==> src/rtl/modem_cfg_ctrl_if.sv <==
// rtl/modem_cfg_ctrl_if.sv - host register-write, commit and sweep strobes for modem_cfg_ctrl
interface modem_cfg_ctrl_if;
  logic        wr_en;
  logic [2:0]  wr_addr;
  logic [31:0] wr_data;
  logic        commit;
  logic        sweep_start;

  modport master (
    output wr_en,
    output wr_addr,
    output wr_data,
    output commit,
    output sweep_start
  );

  modport slave (
    input wr_en,
    input wr_addr,
    input wr_data,
    input commit,
    input sweep_start
  );
endinterface

==> src/rtl/modem_cfg_ctrl.sv <==
// rtl/modem_cfg_ctrl.sv - shadow/active config bank, datapath reset/settle sequencer and carrier sweep
module modem_cfg_ctrl #(
  parameter int          PHASE_WIDTH  = 32,
  parameter int          MOVE_WIDTH   = 20,
  parameter int          DEEP_WIDTH   = 12,
  parameter int          FACTOR_WIDTH = 16,
  parameter int unsigned DEF_CENTER   = 32'd459561501,
  parameter int unsigned DEF_MOVE     = 32'd262,
  parameter int unsigned DEF_DEEP     = 32'd4090,
  parameter int unsigned DEF_FACTOR   = 32'd400,
  parameter int          RST_CYC      = 4,
  parameter int          SETTLE_CYC   = 1024,
  parameter int          DWELL_CYC    = 65536
) (
  input  logic                    clk_in,
  input  logic                    sys_rst_n,
  modem_cfg_ctrl_if.slave         host,
  output logic [PHASE_WIDTH-1:0]  center_fre,
  output logic [MOVE_WIDTH-1:0]   move_fre,
  output logic [DEEP_WIDTH-1:0]   modulate_deep,
  output logic [FACTOR_WIDTH-1:0] factor,
  output logic                    tx_am_sel,
  output logic                    rx_am_sel,
  output logic                    tx_en,
  output logic                    dp_rst,
  output logic                    settled,
  output logic                    sweep_active,
  output logic                    sweep_done
);

  localparam int CNT_W   = $clog2((SETTLE_CYC > RST_CYC) ? SETTLE_CYC : RST_CYC) + 1;
  localparam int DWELL_W = $clog2(DWELL_CYC) + 1;
  localparam logic [CNT_W-1:0]   RST_LAST    = CNT_W'(RST_CYC - 1);
  localparam logic [CNT_W-1:0]   SETTLE_LAST = CNT_W'(SETTLE_CYC - 1);
  localparam logic [DWELL_W-1:0] DWELL_LAST  = DWELL_W'(DWELL_CYC - 1);

  typedef enum logic [1:0] {
    ST_APPLY,
    ST_SETTLE,
    ST_RUN
  } state_t;

  state_t                  state;
  logic [CNT_W-1:0]        cnt;
  logic                    pending;

  logic [PHASE_WIDTH-1:0]  sh_center;
  logic [MOVE_WIDTH-1:0]   sh_move;
  logic [DEEP_WIDTH-1:0]   sh_deep;
  logic [FACTOR_WIDTH-1:0] sh_factor;
  logic [2:0]              sh_ctrl;
  logic [PHASE_WIDTH-1:0]  sh_step;
  logic [15:0]             sh_count;

  logic [PHASE_WIDTH-1:0]  nx_center;
  logic [MOVE_WIDTH-1:0]   nx_move;
  logic [DEEP_WIDTH-1:0]   nx_deep;
  logic [FACTOR_WIDTH-1:0] nx_factor;
  logic [2:0]              nx_ctrl;
  logic [PHASE_WIDTH-1:0]  nx_step;
  logic [15:0]             nx_count;

  logic [PHASE_WIDTH-1:0]  sweep_base;
  logic [PHASE_WIDTH-1:0]  sweep_inc;
  logic [15:0]             sweep_left;
  logic [DWELL_W-1:0]      dwell_cnt;

  logic                    apply_now;

  // Shadow bank as it will be after this cycle's write, so a same-cycle commit sees the write.
  always_comb begin
    nx_center = sh_center;
    nx_move   = sh_move;
    nx_deep   = sh_deep;
    nx_factor = sh_factor;
    nx_ctrl   = sh_ctrl;
    nx_step   = sh_step;
    nx_count  = sh_count;
    if (host.wr_en) begin
      case (host.wr_addr)
        3'd0:    nx_center = host.wr_data[PHASE_WIDTH-1:0];
        3'd1:    nx_move   = host.wr_data[MOVE_WIDTH-1:0];
        3'd2:    nx_deep   = host.wr_data[DEEP_WIDTH-1:0];
        3'd3:    nx_factor = host.wr_data[FACTOR_WIDTH-1:0];
        3'd4:    nx_ctrl   = host.wr_data[2:0];
        3'd5:    nx_step   = host.wr_data[PHASE_WIDTH-1:0];
        3'd6:    nx_count  = host.wr_data[15:0];
        default: ;
      endcase
    end
  end

  assign apply_now = (state == ST_RUN) && (host.commit || pending);

  always_ff @(posedge clk_in or negedge sys_rst_n) begin
    if (!sys_rst_n) begin
      sh_center     <= PHASE_WIDTH'(DEF_CENTER);
      sh_move       <= MOVE_WIDTH'(DEF_MOVE);
      sh_deep       <= DEEP_WIDTH'(DEF_DEEP);
      sh_factor     <= FACTOR_WIDTH'(DEF_FACTOR);
      sh_ctrl       <= 3'b000;
      sh_step       <= '0;
      sh_count      <= 16'd0;
      center_fre    <= PHASE_WIDTH'(DEF_CENTER);
      move_fre      <= MOVE_WIDTH'(DEF_MOVE);
      modulate_deep <= DEEP_WIDTH'(DEF_DEEP);
      factor        <= FACTOR_WIDTH'(DEF_FACTOR);
      tx_am_sel     <= 1'b0;
      rx_am_sel     <= 1'b0;
      tx_en         <= 1'b0;
      dp_rst        <= 1'b1;
      settled       <= 1'b0;
      sweep_active  <= 1'b0;
      sweep_done    <= 1'b0;
      state         <= ST_APPLY;
      cnt           <= '0;
      pending       <= 1'b0;
      sweep_base    <= '0;
      sweep_inc     <= '0;
      sweep_left    <= 16'd0;
      dwell_cnt     <= '0;
    end else begin
      sh_center  <= nx_center;
      sh_move    <= nx_move;
      sh_deep    <= nx_deep;
      sh_factor  <= nx_factor;
      sh_ctrl    <= nx_ctrl;
      sh_step    <= nx_step;
      sh_count   <= nx_count;
      sweep_done <= 1'b0;

      case (state)
        ST_APPLY: begin
          if (host.commit) pending <= 1'b1;
          if (cnt == RST_LAST) begin
            state  <= ST_SETTLE;
            cnt    <= '0;
            dp_rst <= 1'b0;
          end else begin
            cnt <= cnt + CNT_W'(1);
          end
        end

        ST_SETTLE: begin
          if (host.commit) pending <= 1'b1;
          if (cnt == SETTLE_LAST) begin
            state   <= ST_RUN;
            cnt     <= '0;
            settled <= 1'b1;
          end else begin
            cnt <= cnt + CNT_W'(1);
          end
        end

        ST_RUN: begin
          if (apply_now) begin
            // A commit always wins over the sweep: the shadow centre replaces the sweep base.
            center_fre    <= nx_center;
            move_fre      <= nx_move;
            modulate_deep <= nx_deep;
            factor        <= nx_factor;
            tx_am_sel     <= nx_ctrl[0];
            rx_am_sel     <= nx_ctrl[1];
            tx_en         <= nx_ctrl[2];
            pending       <= 1'b0;
            state         <= ST_APPLY;
            cnt           <= '0;
            dp_rst        <= 1'b1;
            settled       <= 1'b0;
            sweep_active  <= 1'b0;
          end else if (sweep_active) begin
            if (dwell_cnt == DWELL_LAST) begin
              dwell_cnt <= '0;
              if (sweep_left != 16'd0) begin
                center_fre <= center_fre + sweep_inc;
                sweep_left <= sweep_left - 16'd1;
              end else begin
                center_fre   <= sweep_base;
                sweep_active <= 1'b0;
                sweep_done   <= 1'b1;
              end
            end else begin
              dwell_cnt <= dwell_cnt + DWELL_W'(1);
            end
          end else if (host.sweep_start && (nx_count != 16'd0)) begin
            // Step size is captured so later shadow writes cannot disturb a running scan.
            sweep_base   <= center_fre;
            sweep_inc    <= nx_step;
            sweep_left   <= nx_count;
            dwell_cnt    <= '0;
            sweep_active <= 1'b1;
          end
        end

        default: begin
          state  <= ST_APPLY;
          cnt    <= '0;
          dp_rst <= 1'b1;
        end
      endcase
    end
  end

endmodule

==> src/flat_wrapper.sv <==
// flat-port wrapper written by rule: the top's interface ports become plain ports
module modem_cfg_ctrl_flat 
#(
  parameter int          PHASE_WIDTH  = 32,
  parameter int          MOVE_WIDTH   = 20,
  parameter int          DEEP_WIDTH   = 12,
  parameter int          FACTOR_WIDTH = 16,
  parameter int unsigned DEF_CENTER   = 32'd459561501,
  parameter int unsigned DEF_MOVE     = 32'd262,
  parameter int unsigned DEF_DEEP     = 32'd4090,
  parameter int unsigned DEF_FACTOR   = 32'd400,
  parameter int          RST_CYC      = 4,
  parameter int          SETTLE_CYC   = 1024,
  parameter int          DWELL_CYC    = 65536
)
  (clk_in, sys_rst_n, center_fre, move_fre, modulate_deep, factor, tx_am_sel, rx_am_sel, tx_en, dp_rst, settled, sweep_active, sweep_done, host_wr_en, host_wr_addr, host_wr_data, host_commit, host_sweep_start);
  modem_cfg_ctrl_if host_i ();
  input  logic clk_in;
  input  logic sys_rst_n;
  output logic [PHASE_WIDTH-1:0] center_fre;
  output logic [MOVE_WIDTH-1:0] move_fre;
  output logic [DEEP_WIDTH-1:0] modulate_deep;
  output logic [FACTOR_WIDTH-1:0] factor;
  output logic tx_am_sel;
  output logic rx_am_sel;
  output logic tx_en;
  output logic dp_rst;
  output logic settled;
  output logic sweep_active;
  output logic sweep_done;
  input wire logic [$bits(host_i.wr_en)-1:0] host_wr_en;
  input wire logic [$bits(host_i.wr_addr)-1:0] host_wr_addr;
  input wire logic [$bits(host_i.wr_data)-1:0] host_wr_data;
  input wire logic [$bits(host_i.commit)-1:0] host_commit;
  input wire logic [$bits(host_i.sweep_start)-1:0] host_sweep_start;
  assign host_i.wr_en = host_wr_en;
  assign host_i.wr_addr = host_wr_addr;
  assign host_i.wr_data = host_wr_data;
  assign host_i.commit = host_commit;
  assign host_i.sweep_start = host_sweep_start;
  modem_cfg_ctrl #(.PHASE_WIDTH(PHASE_WIDTH), .MOVE_WIDTH(MOVE_WIDTH), .DEEP_WIDTH(DEEP_WIDTH), .FACTOR_WIDTH(FACTOR_WIDTH), .DEF_CENTER(DEF_CENTER), .DEF_MOVE(DEF_MOVE), .DEF_DEEP(DEF_DEEP), .DEF_FACTOR(DEF_FACTOR), .RST_CYC(RST_CYC), .SETTLE_CYC(SETTLE_CYC), .DWELL_CYC(DWELL_CYC)) u_core (.clk_in(clk_in), .sys_rst_n(sys_rst_n), .host(host_i), .center_fre(center_fre), .move_fre(move_fre), .modulate_deep(modulate_deep), .factor(factor), .tx_am_sel(tx_am_sel), .rx_am_sel(rx_am_sel), .tx_en(tx_en), .dp_rst(dp_rst), .settled(settled), .sweep_active(sweep_active), .sweep_done(sweep_done));
endmodule
==> config.mk <==
export PLATFORM = sky130hd
export DESIGN_NAME = modem_cfg_ctrl_flat
export DESIGN_NICKNAME = d
export VERILOG_FILES = /design/src/rtl/modem_cfg_ctrl_if.sv /design/src/rtl/modem_cfg_ctrl.sv /design/src/flat_wrapper.sv
export SDC_FILE = /design/constraint.sdc
export NUM_CORES = 1
export LEC_CHECK = 0
export CAP_MARGIN = 20
export CORE_MARGIN = 2
export CORE_UTILIZATION = 40
export DETAILED_ROUTE_END_ITERATION = 16
export PLACE_DENSITY = 0.68
export RECOVER_POWER = 50
export SLEW_MARGIN = 20
export SYNTH_ARGS = -nofsm -noshare
export SYNTH_HDL_FRONTEND = slang
export SYNTH_SLANG_ARGS = --single-unit
==> constraint.sdc <==
create_clock -name clk_in -period 3.45 [get_ports clk_in]
set_input_delay 1.035 -clock clk_in [delete_from_list [all_inputs] [get_ports clk_in]]
set_output_delay 1.035 -clock clk_in [all_outputs]
set_load 0.005 [all_outputs]
After elaboration in Yosys (flattened, before gate mapping)
Cells that the tools add are included.
{"block": "totals", "latchBits": 0, "mem_bits_ro": 0, "output_inout_bits": 87, "n_memories": 0, "ff_bits": 329, "elab_cells": 122, "mem_bits_rw": 0, "input_bits": 40}
{"block": "classes", "add_sub_neg": 4, "n_bitwise": 3, "n_div": 0, "order_cmp": 0, "n_shift": 0, "mux": 51, "n_reduce_logical": 22, "eq_ne": 17, "mul": 0}
{"cell": "$mux 32", "count": 8}
{"cell": "$mux 16", "count": 8}
{"cell": "$mux 17", "count": 3}
{"cell": "$mux 20", "count": 2}
{"cell": "$mux 11", "count": 3}
{"cell": "$pmux 11 s3", "count": 1}
{"cell": "$add 32x32->32", "count": 1}
{"cell": "$reduce_bool 16->1", "count": 2}
{"cell": "$mux 12", "count": 2}
{"cell": "$reduce_and 3->1", "count": 6}
{"cell": "$add 17x1->17 const B", "count": 1}
{"cell": "$eq 17x16->1 const B", "count": 1}
{"cell": "$sub 16x1->16 const B", "count": 1}
{"cell": "$mux 1", "count": 15}
{"cell": "$add 11x1->11 const B", "count": 1}
{"cell": "$eq 11x10->1 const B", "count": 1}
{"cell": "$eq 11x2->1 const B", "count": 1}
{"cell": "$reduce_bool 2->1", "count": 5}
{"cell": "$eq 3x3->1 const B", "count": 3}
{"cell": "$ne 2x1->1 const B", "count": 4}
{"cell": "$eq 3x2->1 const B", "count": 2}
{"cell": "$mux 2", "count": 3}
{"cell": "$mux 3", "count": 2}
{"cell": "$pmux 2 s3", "count": 1}
{"cell": "15 further kinds", "count": 20}

Depth between registers and ports, before layout
{"block": "logic_depth", "ltp_word": 8, "ltp_mapped": 11, "depth_no_buf": 10}

Worst setup path after synthesis
OpenSTA, ideal clock, no wires.
{"block": "synth_path", "path_kind": "input to register", "from": "input host_wr_addr[2]", "to": "register u_core.sweep_inc[11]", "path_stages": 8, "setup_ns": 0.065, "arrival_time_ns": 2.995, "t_required_ns": 3.385, "slack_ns": 0.390, "path_buffers": 3, "path_cell_list": "clkbuf_1 -> nand4b_1 -> mux2i_1 -> nor4b_2 -> clkbuf_1 -> buf_1 -> nand2_1 -> nand2_1"}
{"block": "synth_via", "elab_chain_len": 6, "elab_cells_between_ends": 9, "classes_between": "2 x eq/ne; 4 x mux; 3 x reduce/logical"}
{"element": "from (decl)", "line": "flat_wrapper.sv:32", "text": "input wire logic [$bits(host_i.wr_addr)-1:0] host_wr_addr;"}
{"element": "$eq 3x3->1", "line": "modem_cfg_ctrl.sv:80", "text": "case (host.wr_addr)"}
{"element": "$mux 16", "line": "modem_cfg_ctrl.sv:80"}
{"element": "$mux 16", "line": "modem_cfg_ctrl.sv:79", "text": "if (host.wr_en) begin"}
{"element": "$reduce_bool 16->1", "line": "modem_cfg_ctrl.sv:185", "text": "end else if (host.sweep_start && (nx_count != 16'd0)) begin"}
{"element": "$logic_and 1x1->1", "line": "modem_cfg_ctrl.sv:185"}
{"element": "$reduce_and 4->1 (no line)"}
{"element": "to (signal assigned)", "line": "modem_cfg_ctrl.sv:188", "text": "sweep_inc <= nx_step;"}
{"element": "to (decl)", "line": "modem_cfg_ctrl.sv:64", "text": "logic [PHASE_WIDTH-1:0] sweep_inc;"}
Parallel ways exist; a longest one is shown, timed or not.
A chain may end at the register's enable or synchronous reset.

Final worst setup path
{"block": "layout_path", "from": "register u_core.center_fre[0]", "to": "register u_core.center_fre[24]"}
{"block": "layout_via", "elab_chain_len": 5}
{"element": "from (decl)", "line": "modem_cfg_ctrl.sv:18", "text": "output logic [PHASE_WIDTH-1:0] center_fre,"}
{"element": "from (signal assigned)", "line": "modem_cfg_ctrl.sv:104", "text": "center_fre <= PHASE_WIDTH'(DEF_CENTER);"}
{"element": "from (signal assigned)", "line": "modem_cfg_ctrl.sv:158", "text": "center_fre <= nx_center;"}
{"element": "from (signal assigned)", "line": "modem_cfg_ctrl.sv:175", "text": "center_fre <= center_fre + sweep_inc;"}
{"element": "$add 32x32->32", "line": "modem_cfg_ctrl.sv:175"}
{"element": "$mux 32", "line": "modem_cfg_ctrl.sv:174", "text": "if (sweep_left != 16'd0) begin"}
{"element": "$mux 32", "line": "modem_cfg_ctrl.sv:172", "text": "if (dwell_cnt == DWELL_LAST) begin"}
{"element": "$mux 32", "line": "modem_cfg_ctrl.sv:171", "text": "end else if (sweep_active) begin"}
{"element": "$mux 32", "line": "modem_cfg_ctrl.sv:156", "text": "if (apply_now) begin"}
No other way between the ends. The select of a mux whose other input is x is not followed.

==> flow_summary.rst <==
.. list-table::
   :header-rows: 1

   * - Metric
     - Value
   * - Outcome
     - finished, violations left
   * - Violations in the final reports
     - capacitance limit, slew limit
   * - Final clock period utilization by the worst path
     - 94.7%
   * - Number of antenna diodes
     - 0
   * - Total detailed-routing wirelength
     - 39800 um
   * - Crit path largest cell delay
     - 0.48 ns
   * - Layout area overhead
     - 23.2%
   * - Clock tree from TritonCTS
     - built
   * - Total number of H-tree levels
     - 2
   * - Met2 routed WL
     - 18200 um
   * - Hold Path Origin
     - u_core.modulate_deep[11]$_DFFE_PN1P_
   * - Worst VDD drop
     - 303 uV
   * - Reg-to-reg critical path startpoint
     - u_core.center_fre[0]$_DFFE_PN1P_
   * - Worst hold path endpoint
     - u_core.modulate_deep[11]$_DFFE_PN1P_
   * - Cell depth of the worst hold path
     - 2
   * - Number of distinct library cell variants in the gate-level netlist after synthesis
     - 67
   * - Via count
     - 11500
   * - Total count of hold-check failures in the final report
     - 0
   * - Detailed placer's ending HPWL
     - 26700 um
   * - Most frequent cells in the layout
     - sky130_fd_sc_hd__nand2_1 (427), sky130_fd_sc_hd__dfrtp_1 (266), sky130_fd_sc_hd__clkdlybuf4s50_1 (123)
   * - Static leakage
     - 8.56 nW
   * - Core box area
     - 37600 um2
   * - Total Routing Usage GR
     - 20.4%
   * - Primary FF master, synth
     - sky130_fd_sc_hd__dfrtp_1
   * - Setup skew after layout
     - 0.0159 ns
   * - Worst path arrival time
     - 3.72 ns
   * - Number of rows created at floorplan
     - 71
   * - Total buffers and inverters traversed by the critical path
     - 0
   * - Initial DRT Pass Iterations
     - 5
   * - Transition time of the tightest slew-check pin
     - 2.00 ns
   * - Number of synthesized register bits
     - 329
   * - Cell repeated most along the worst path
     - sky130_fd_sc_hd__o211ai_1
   * - Min-delay worst type
     - reg2reg
   * - Number of warnings printed during yosys synthesis
     - 0
   * - Total power divided by cell area
     - 485 nW/um2
   * - Cell-by-cell trace of the critical path
     - ha_1, fa_1, a211oi_1, o211ai_1, and3_1, o21a_1, nor3_1, o311ai_0, xnor2_1, o211ai_1
   * - Hold_ws
     - 0.459 ns
   * - Clk slew on worst S/H paths
     - 0.06 ns
   * - Reg-to-reg critical path endpoint
     - u_core.center_fre[24]$_DFFE_PN1P_
   * - Crit Path Max Fanout
     - 4
   * - Sink count of the clock tree
     - 329
   * - Max Used Layer
     - met5
   * - Pins Over Slew Limit
     - 71
   * - Number of global-route vias before repair
     - 11600
   * - Number of placed I/O pins
     - 127
   * - Total of hold buffers inserted after clock tree synthesis
     - 0
   * - Buffers on Ports
     - 126
   * - Shortest period the worst path allows
     - 3.27 ns
   * - Reg2reg setup slack
     - 0.18 ns
   * - WP data required
     - 3.90 ns
   * - Die Footprint
     - 39600 um2
   * - Antenna violations before repair
     - 1
   * - Type of origin of the critical path
     - flip-flop
   * - Post-route antenna net violation count
     - 0
   * - First-pass GRT wire length
     - 63200 um
   * - Leading cell type in the layout, fill and taps excluded
     - sky130_fd_sc_hd__nand2_1
   * - Part of the Yosys area used for sequential elements
     - 54.7%
   * - FFs w/ async S/R, synth
     - 100%
   * - Via-to-Cell Ratio
     - 5.29
   * - Synth Cell Area
     - 15200 um2
   * - Classification of the worst setup path
     - reg2reg
   * - Routed length on met3
     - 2170 um
   * - CTS Buf Count
     - 36
   * - Effective utilization at floorplan
     - 40.4%
   * - Highest achievable clock rate
     - 306 MHz
   * - Skew-Pair Late Insertion Delay
     - 0.53 ns
   * - Final GP Congestion
     - 0.873
   * - Overall die width
     - 199 um
   * - Clock Root Buffer
     - sky130_fd_sc_hd__clkbuf_16
   * - Setup TNS after final layout
     - 0 ns
   * - Cell count after synthesis
     - 1472
   * - Finish-stage setup viols
     - 0
   * - Post-route DRC violation count
     - 0
   * - Floorplan die height
     - 199 um
   * - Critical Path Sink Type
     - flip-flop
   * - Remaining global-route overflow
     - 0
   * - Nets
     - 1718
   * - DR WL/cell
     - 18.2 um
   * - Largest net degree at the start of global routing
     - 74
   * - Largest delay contributor family on the critical path
     - compound AO/OA/AOI/OAI gates
   * - Cell count of the worst reg-to-reg path
     - 10
   * - Worst-path cell with the longest stage delay
     - sky130_fd_sc_hd__nor3_1
   * - Per-instance average area after synthesis
     - 10.3 um2
   * - Net Count, Synth
     - 1547
   * - Ratio of cells with drive above 1 in the final layout
     - 19.0%
   * - Initial detailed-routing violation count
     - 687
   * - Worst-case headroom to the max-slew limit
     - -33.3%
   * - MaxCap Viol Count
     - 1
   * - Maximum number of buffers from clock root to sink
     - 3
   * - Unrepaired setup endpoints after global routing
     - no
   * - Number of synthesized flops with an enable pin
     - 0
   * - Met1 Routed Length
     - 18400 um
## worst register-to-register path, delay by kind of cell (launching register included)
kind	cells	cell delay (ns)
AO/OA/AOI/OAI	5	1.24
XOR/XNOR	1	0.17
adder cells (fa/ha/maj)	2	0.70
flip-flops	1	0.39
AND/OR/NAND/NOR	2	0.69
## final cells by class
type,count,area [um2]
clock buffer,52,1050
clock inverter,14,129
fill,3378,18800
inverter,15,56.3
multi-input combinational,1067,6660
sequential,329,8310
tap,511,639
timing repair buffer,194,1880
## cells in the mapped netlist (10+ instances only)
library cell	count	area share, %
sky130_fd_sc_hd__dfstp_2	63	11
sky130_fd_sc_hd__mux2i_1	10	0.66
sky130_fd_sc_hd__nand2_1	428	11
sky130_fd_sc_hd__o211ai_1	22	1.1
sky130_fd_sc_hd__and3_1	15	0.62
sky130_fd_sc_hd__nor3_1	24	0.79
sky130_fd_sc_hd__nor2_1	58	1.4
sky130_fd_sc_hd__nand3_1	24	0.79
sky130_fd_sc_hd__a21oi_1	28	0.92
sky130_fd_sc_hd__mux2_2	135	10
sky130_fd_sc_hd__o21ai_0	72	2.4
sky130_fd_sc_hd__xnor2_1	24	1.4
sky130_fd_sc_hd__inv_1	15	0.37
sky130_fd_sc_hd__a22oi_1	23	1.1
sky130_fd_sc_hd__dfrtp_1	266	44
sky130_fd_sc_hd__ha_1	34	2.8
sky130_fd_sc_hd__a21o_1	17	0.84
sky130_fd_sc_hd__nor4_1	13	0.54
sky130_fd_sc_hd__xor2_1	13	0.75
sky130_fd_sc_hd__clkbuf_1	52	1.3
## cells by family (layout without fill, tap and decap cells)
group	Yosys count	count (layout)	share of synthesized area, %
compound gates	228	228	9.76
fa+ha+maj	35	35	2.93
buf+inv	76	275	2.02
xor+xnor	37	37	2.13
flops	329	329	54.7
mux	145	145	10.7
simple gates	622	622	17.8
## metrics by stage
step | cell area (um2) | std cells | worst slack [ns] | power [mW] | utilization, %
global route | 18700 | 2182 | 0.0465 | 9.43 | 49.8
finish | 18700 | 2182 | 0.183 | 9.08 | 49.8
CTS | 18800 | 2182 | 0.197 | 9.18 | 49.9
global placement | 17600 | 2116 | -0.352 | 5.27 | 46.8
detailed placement | 17600 | 2116 | -0.322 | 5.32 | 46.8
floorplan | 15200 | 1472 | 0.390 | 4.91 | -
## flip-flops by register name (all words and copies together) (netlist names), 17 cells and up
name / count
u_core.sweep_base: 32
u_core.move_fre: 20
u_core.dwell_cnt: 17
u_core.center_fre: 32
u_core.sh_center: 32
u_core.sh_step: 32
u_core.sh_move: 20
u_core.sweep_inc: 32
## worst max-delay path by stage
stage	from	to	depth (start not counted)
after floorplan	host_wr_addr[2]	u_core.sweep_inc[11]$_DFFE_PN0P_	8
after global placement	host_wr_data[15]	u_core.dwell_cnt[15]$_DFFE_PN0P_	11
after detailed placement	host_wr_data[15]	u_core.dwell_cnt[15]$_DFFE_PN0P_	11
after CTS	host_wr_data[15]	u_core.dwell_cnt[15]$_DFFE_PN0P_	11
after global routing	u_core.sweep_left[0]$_DFFE_PN0P_	u_core.sweep_left[4]$_DFFE_PN0P_	11
final	u_core.center_fre[0]$_DFFE_PN1P_	u_core.center_fre[24]$_DFFE_PN1P_	10
## power breakdown
part           total [mW]  switching (mW)  internal [mW]
clock network        3.85            1.57           2.28
registers            4.41           0.123           4.29
logic               0.820           0.410          0.409
total                9.08            2.10           6.98
## routing by layer
layer / track usage, % / vias up
met4: 5.97 / 2
li1: - / 5444
met2: 32.7 / 262
met5: 0 / -
met3: 3.76 / 62
met1: 28.2 / 5771
## what timing repair did
action                     in CTS  in global routing
setup buffers                   0                  0
gates resized for setup         0                  3
setup endpoints to repair       0                  6
No activity file was read; power rests on OpenSTA's default activity.
